`config.mk`:
```
export PLATFORM = sky130hd
export DESIGN_NAME = pipe_bypass_ctrl
export DESIGN_NICKNAME = d
export VERILOG_FILES = /design/src/rtl/pipe_bypass_ctrl.sv
export SDC_FILE = /design/constraint.sdc
export NUM_CORES = 1
export LEC_CHECK = 0
export CORE_ASPECT_RATIO = 1.1
export CORE_MARGIN = 5
export CORE_UTILIZATION = 40
export CTS_CLUSTER_DIAMETER = 150
export DETAILED_ROUTE_END_ITERATION = 12
export GPL_TIMING_DRIVEN = 0
export PLACE_DENSITY = 0.84
export SYNTH_ARGS = -nofsm -noshare
export SYNTH_HDL_FRONTEND = slang
export SYNTH_SLANG_ARGS = --single-unit
```
`constraint.sdc`:
```
create_clock -name clk -period 3.81 [get_ports clk]
set_clock_uncertainty 0.15 [all_clocks]
set_input_delay 0.762 -clock clk [delete_from_list [all_inputs] [get_ports clk]]
set_output_delay 0.762 -clock clk [all_outputs]
set_load 0.02 [all_outputs]
```
`src/rtl/pipe_bypass_ctrl.sv`:
```
// pipe_bypass_ctrl: operand bypass and load-use interlock across NSTAGE post-decode stages.
// Define PIPE_BYPASS_EN for full forwarding; without it the block is interlock-only.
module pipe_bypass_ctrl #(
    parameter int NSTAGE     = 3,
    parameter int LOAD_STAGE = 1,
    parameter int DW         = 32,
    parameter int AW         = 5
) (
    input  logic          clk,
    input  logic          reset,
    input  logic          adv,
    input  logic          flush,
    input  logic          id_valid,
    input  logic          id_we,
    input  logic [AW-1:0] id_dest,
    input  logic          id_late,
    input  logic [AW-1:0] id_rs1,
    input  logic [AW-1:0] id_rs2,
    input  logic [DW-1:0] rf_rdata1,
    input  logic [DW-1:0] rf_rdata2,
    input  logic [DW-1:0] ex_data,
    input  logic [DW-1:0] ld_data,
    output logic [DW-1:0] src1_data,
    output logic [DW-1:0] src2_data,
    output logic          id_stall,
    output logic          issue,
    output logic          wb_we,
    output logic [AW-1:0] wb_dest,
    output logic [DW-1:0] wb_data
);

    logic          v_q    [NSTAGE];
    logic          we_q   [NSTAGE];
    logic          late_q [NSTAGE];
    logic [AW-1:0] dest_q [NSTAGE];
    logic [DW-1:0] data_q [NSTAGE];

    logic          v_d    [NSTAGE];
    logic          we_d   [NSTAGE];
    logic          late_d [NSTAGE];
    logic [AW-1:0] dest_d [NSTAGE];
    logic [DW-1:0] data_d [NSTAGE];

    logic [DW-1:0] eff    [NSTAGE];
    logic          hit1;
    logic          hit2;

`ifdef PIPE_BYPASS_EN
    logic          rdy_q  [NSTAGE];
    logic          rdy_d  [NSTAGE];
    logic          rdy_e  [NSTAGE];
    logic          rdy1;
    logic          rdy2;
`endif

    assign issue = id_valid & adv & ~id_stall & ~flush;

    // Results still travel down the pipe so the last stage can write the regfile.
    always_comb begin
        for (int k = 0; k < NSTAGE; k++) begin
            eff[k] = data_q[k];
            if (k == 0 && !late_q[k]) eff[k] = ex_data;
            if (k == LOAD_STAGE && late_q[k]) eff[k] = ld_data;
`ifdef PIPE_BYPASS_EN
            rdy_e[k] = rdy_q[k]
                     | (k == 0 && !late_q[k])
                     | (k == LOAD_STAGE && late_q[k]);
`endif
        end
    end

    always_comb begin
        v_d[0]    = issue;
        we_d[0]   = issue & id_we & (id_dest != '0);
        late_d[0] = issue & id_late;
        dest_d[0] = issue ? id_dest : '0;
        data_d[0] = '0;
`ifdef PIPE_BYPASS_EN
        rdy_d[0]  = 1'b0;
`endif
        for (int k = 1; k < NSTAGE; k++) begin
            v_d[k]    = v_q[k-1];
            we_d[k]   = we_q[k-1];
            late_d[k] = late_q[k-1];
            dest_d[k] = dest_q[k-1];
            data_d[k] = eff[k-1];
`ifdef PIPE_BYPASS_EN
            rdy_d[k]  = rdy_e[k-1];
`endif
        end
    end

    always_ff @(posedge clk) begin
        if (reset) begin
            for (int k = 0; k < NSTAGE; k++) begin
                v_q[k]    <= 1'b0;
                we_q[k]   <= 1'b0;
                late_q[k] <= 1'b0;
                dest_q[k] <= '0;
                data_q[k] <= '0;
`ifdef PIPE_BYPASS_EN
                rdy_q[k]  <= 1'b0;
`endif
            end
        end else if (adv) begin
            for (int k = 0; k < NSTAGE; k++) begin
                v_q[k]    <= v_d[k];
                we_q[k]   <= we_d[k];
                late_q[k] <= late_d[k];
                dest_q[k] <= dest_d[k];
                data_q[k] <= data_d[k];
`ifdef PIPE_BYPASS_EN
                rdy_q[k]  <= rdy_d[k];
`endif
            end
        end
    end

    // Scan oldest to youngest so the youngest match overwrites.
    always_comb begin
        hit1 = 1'b0;
        hit2 = 1'b0;
`ifdef PIPE_BYPASS_EN
        rdy1      = 1'b0;
        rdy2      = 1'b0;
        src1_data = rf_rdata1;
        src2_data = rf_rdata2;
`endif
        for (int k = NSTAGE - 1; k >= 0; k--) begin
            if (v_q[k] && we_q[k] && id_rs1 != '0 && dest_q[k] == id_rs1) begin
                hit1 = 1'b1;
`ifdef PIPE_BYPASS_EN
                rdy1      = rdy_e[k];
                src1_data = eff[k];
`endif
            end
            if (v_q[k] && we_q[k] && id_rs2 != '0 && dest_q[k] == id_rs2) begin
                hit2 = 1'b1;
`ifdef PIPE_BYPASS_EN
                rdy2      = rdy_e[k];
                src2_data = eff[k];
`endif
            end
        end
    end

`ifdef PIPE_BYPASS_EN
    assign id_stall = id_valid & ((hit1 & ~rdy1) | (hit2 & ~rdy2));
`else
    assign src1_data = rf_rdata1;
    assign src2_data = rf_rdata2;
    assign id_stall  = id_valid & (hit1 | hit2);
`endif

    assign wb_we   = v_q[NSTAGE-1] & we_q[NSTAGE-1];
    assign wb_dest = dest_q[NSTAGE-1];
    assign wb_data = data_q[NSTAGE-1];

endmodule

```
==> results.md <==
- Post-synthesis cell area: 4700 µm²
- Min Tclk post-route: around 3.7 ns
- Reg2Reg Depth: 6
- Vias post-DR: 3324
- Post-Place Cells: 726
- Vias per std cell: about 4.5
- CP Launch Point: id_rs1[1]
- Clock transition at path regs: 0.07 ns
- CP max stage cell: or4_1
- Levels on crit path: 7
- Post-synth EDFFs: 87
- Initial DRC Count: between 70 and 80
- Final #Nets: 738
- Post-DP HPWL: 9420 µm
- Drc violations: 0
- Critical Path Sink Type: output pin
- Unique masters post-synth: 31
- Worst path bufs/invs: 3
- Worst-case clock buffer depth: 2
- PortBufs: 189
- Post-synth top cells: buf_4, edfxtp_1, and2_1, nor2_1, mux2i_1
- Status: complete, no violations
- GRT busiest layer: met2
- Height of the die: 124 µm
- Detail Route Antenna Nets: 0
- Arr. time, crit path: about 2.8 ns
- Reg2Reg Setup Slack: 1.79 ns
- CTS tree: yes
- Max stage delay on crit path: 0.58 ns
- Diode count: 0
- Post-synth ARST share: 0%
- I/O pins: ~250
- Pwr/cell area: 366 nW/µm²
- Die area: 14000 µm²
- Slew Limit Fails: 0
- FMAX: 0.268 GHz
- Gpl congestion: 0.865
- H-tree lvl count: 3
- Clock sinks: 87
- Pin count of the biggest net entering global routing: 47
- Met1 usage: 17.3%
- Share of cells above drive strength 1: 21.8%
- Clock root cell: clkbuf_16
- Count leader, synth: buf_4
- Met3 Track Usage GR: 3.79%
- Predominant post-synthesis flop cell: edfxtp_1
- Largest delay contributor family on the critical path: buffers and inverters
- Critical-path cell list: clkdlybuf4s50_1 > or4_1 > nor2_1 > a21oi_4 > buf_4 > nor3_2 > clkdlybuf4s15_2
- Setup Viol. Count Final: 0
- WHS: roughly 0.40 ns
- CTS hold repair buffers: 0
- Initial core utilization: around two fifths
- Synthesized area per cell: 12.2 µm²
- Core Region: 11500 µm²
- Worst VDD drop: 0.195 mV
- Area delta synth->final: 52.1%
- First-pass DRT Iterations: 4
- Initial antenna violation count: 0
- Critical Path Fanout Max: 9
- Reg-to-Reg Start: dest_q[0][0]$_SDFFCE_PN0P_
- Layout fillers: 903
- Cell taking the most area after synthesis: edfxtp_1
- Final hold vios: 0
- Crit path capture: issue
- Layout Cells excl Fill: 743
- Leak: a little under 3 nW
- Die W: about 110 µm
- First-pass GRT wire length: 17500 µm
- Area contributors post-synth: edfxtp_1, buf_4, mux2i_1
- Min-Delay Path Class: reg2reg
- Rows: 41
- Synth Net Count: between 500 and 600
- Critical path class: in2out
- Overall Global Routing Usage: 16.1%
- Max-Cap Viols: 0
- Data required, critical path: 2.90 ns
- Core Util, Final: 62.2%
- Critical Path Start Type: primary input
- Post-synth top area share: 55.6%
- Drt wl/cell: 15.7 µm
- Synth Register Bits: 87
- Part of the Yosys area used for sequential elements: 55.6%
- Syn. warnings: 0
- Total clock buffers created by CTS: 9
- Post-synthesis cell count: 386
- Rel. slew slack: 41.6%
- Design area: 7150 µm²
- Reg2reg end: dest_q[0][3]$_SDFFCE_PN0P_
- Congestion Overflow GR: 0
- Vias in the first global route: 3485
- Met2 GRT Util: 29.9%
- Post-Route WL: 11700 µm
- Clock latency at the later pin of the worst-skew pair: 0.33 ns
- Slew of the pin with the lowest slew margin: 0.874 ns
- Final Cycle Share: a little over nine tenths
- Post-DP Area: 6800 µm²
-- cell usage in the layout, fill, tap and decap left out, drive strengths merged, types with 2 or more instances in the layout --
cell type / n
nor2: 37
dlygate4sd2: 4
or4: 3
nor2b: 2
mux2i: 32
nor4: 6
clkinvlp: 2
xor2: 19
nand4: 2
bufinv: 2
and2: 47
xnor2: 9
edfxtp: 87
buf: 102
clkdlybuf4s50: 183
inv: 6
clkbuf: 18
nand2: 9
nor3b: 2
nor3: 8
-- cell type report --
cell class              count  area, µm²  area share (%)
well taps                 150        188            2.62
clock inverters             7        104            1.45
plain buffers             109        777            10.9
multi-input cells         187       1320            18.4
inverters                   3       11.3           0.157
clock buffers               9        225            3.15
flip-flops and latches     87       2610            36.5
repair buffers            191       1920            26.8
-- routing by layer --
metal / up-vias / wire length [µm]
met5: - / 0
met1: 1553 / 4160
met2: 112 / 6630
met4: 0 / 340
li1: 1632 / -
met3: 27 / 542
-- power breakdown --
group          switching [mW]  internal, mW  leakage (nW)
sequential             0.0249          1.12         0.963
combinational           0.217         0.299          1.79
clock                   0.374         0.583         0.155
total                   0.616          2.00          2.91
-- cells by family after synthesis --
group	Yosys count	share of synthesized area [%]
and+or+nand+nor	120	14.5
buffers and inverters	112	16.8
DFF	87	55.6
muxes	32	6.81
xor gates and xnor gates	28	5.22
AOI/OAI and AO/OA	7	1.17
-- state kept, by name (all words and copies together) (netlist names) --
name	cells
data_q	64
dest_q	15
late_q	2
v_q	3
we_q	3
-- worst min-delay path by stage --
stage               slack (ns)                     start  cells past startpoint                  endpoint
floorplan                 0.37  we_q[0][0]$_SDFFCE_PN0P_                      1  we_q[0][1]$_SDFFCE_PN0P_
global placement          0.38   v_q[0][1]$_SDFFCE_PN0P_                      1   v_q[0][2]$_SDFFCE_PN0P_
detailed placement        0.39  we_q[0][1]$_SDFFCE_PN0P_                      1  we_q[0][2]$_SDFFCE_PN0P_
CTS                       0.40  we_q[0][1]$_SDFFCE_PN0P_                      1  we_q[0][2]$_SDFFCE_PN0P_
global route              0.41   v_q[0][1]$_SDFFCE_PN0P_                      1   v_q[0][2]$_SDFFCE_PN0P_
finish                    0.40  we_q[0][1]$_SDFFCE_PN0P_                      1  we_q[0][2]$_SDFFCE_PN0P_
-- stage by stage --
| stage | worst slack [ns] | total power [mW] | TNS, ns |
|---|---|---|---|
| 6_report | 0.0800 | 2.62 | 0 |
| 3_5_place_dp | -0.499 | 1.69 | -0.881 |
| 4_1_cts | 0.0112 | 2.65 | 0 |
| 2_1_floorplan | 0.682 | 1.43 | 0 |
| 5_1_grt | -0.0538 | 2.72 | -0.0615 |
| 3_3_place_gp | -0.404 | 1.67 | -0.796 |
-- timing repair --
| action | 4_1_cts | 5_1_grt |
|---|---|---|
| setup endpoints to repair | 2 | 2 |
| buffers inserted | 1 | 0 |
| pin swaps | 1 | 0 |
| cloned | 0 | 0 |
| resized for setup | 8 | 2 |
(Power assumes the default switching activity.)
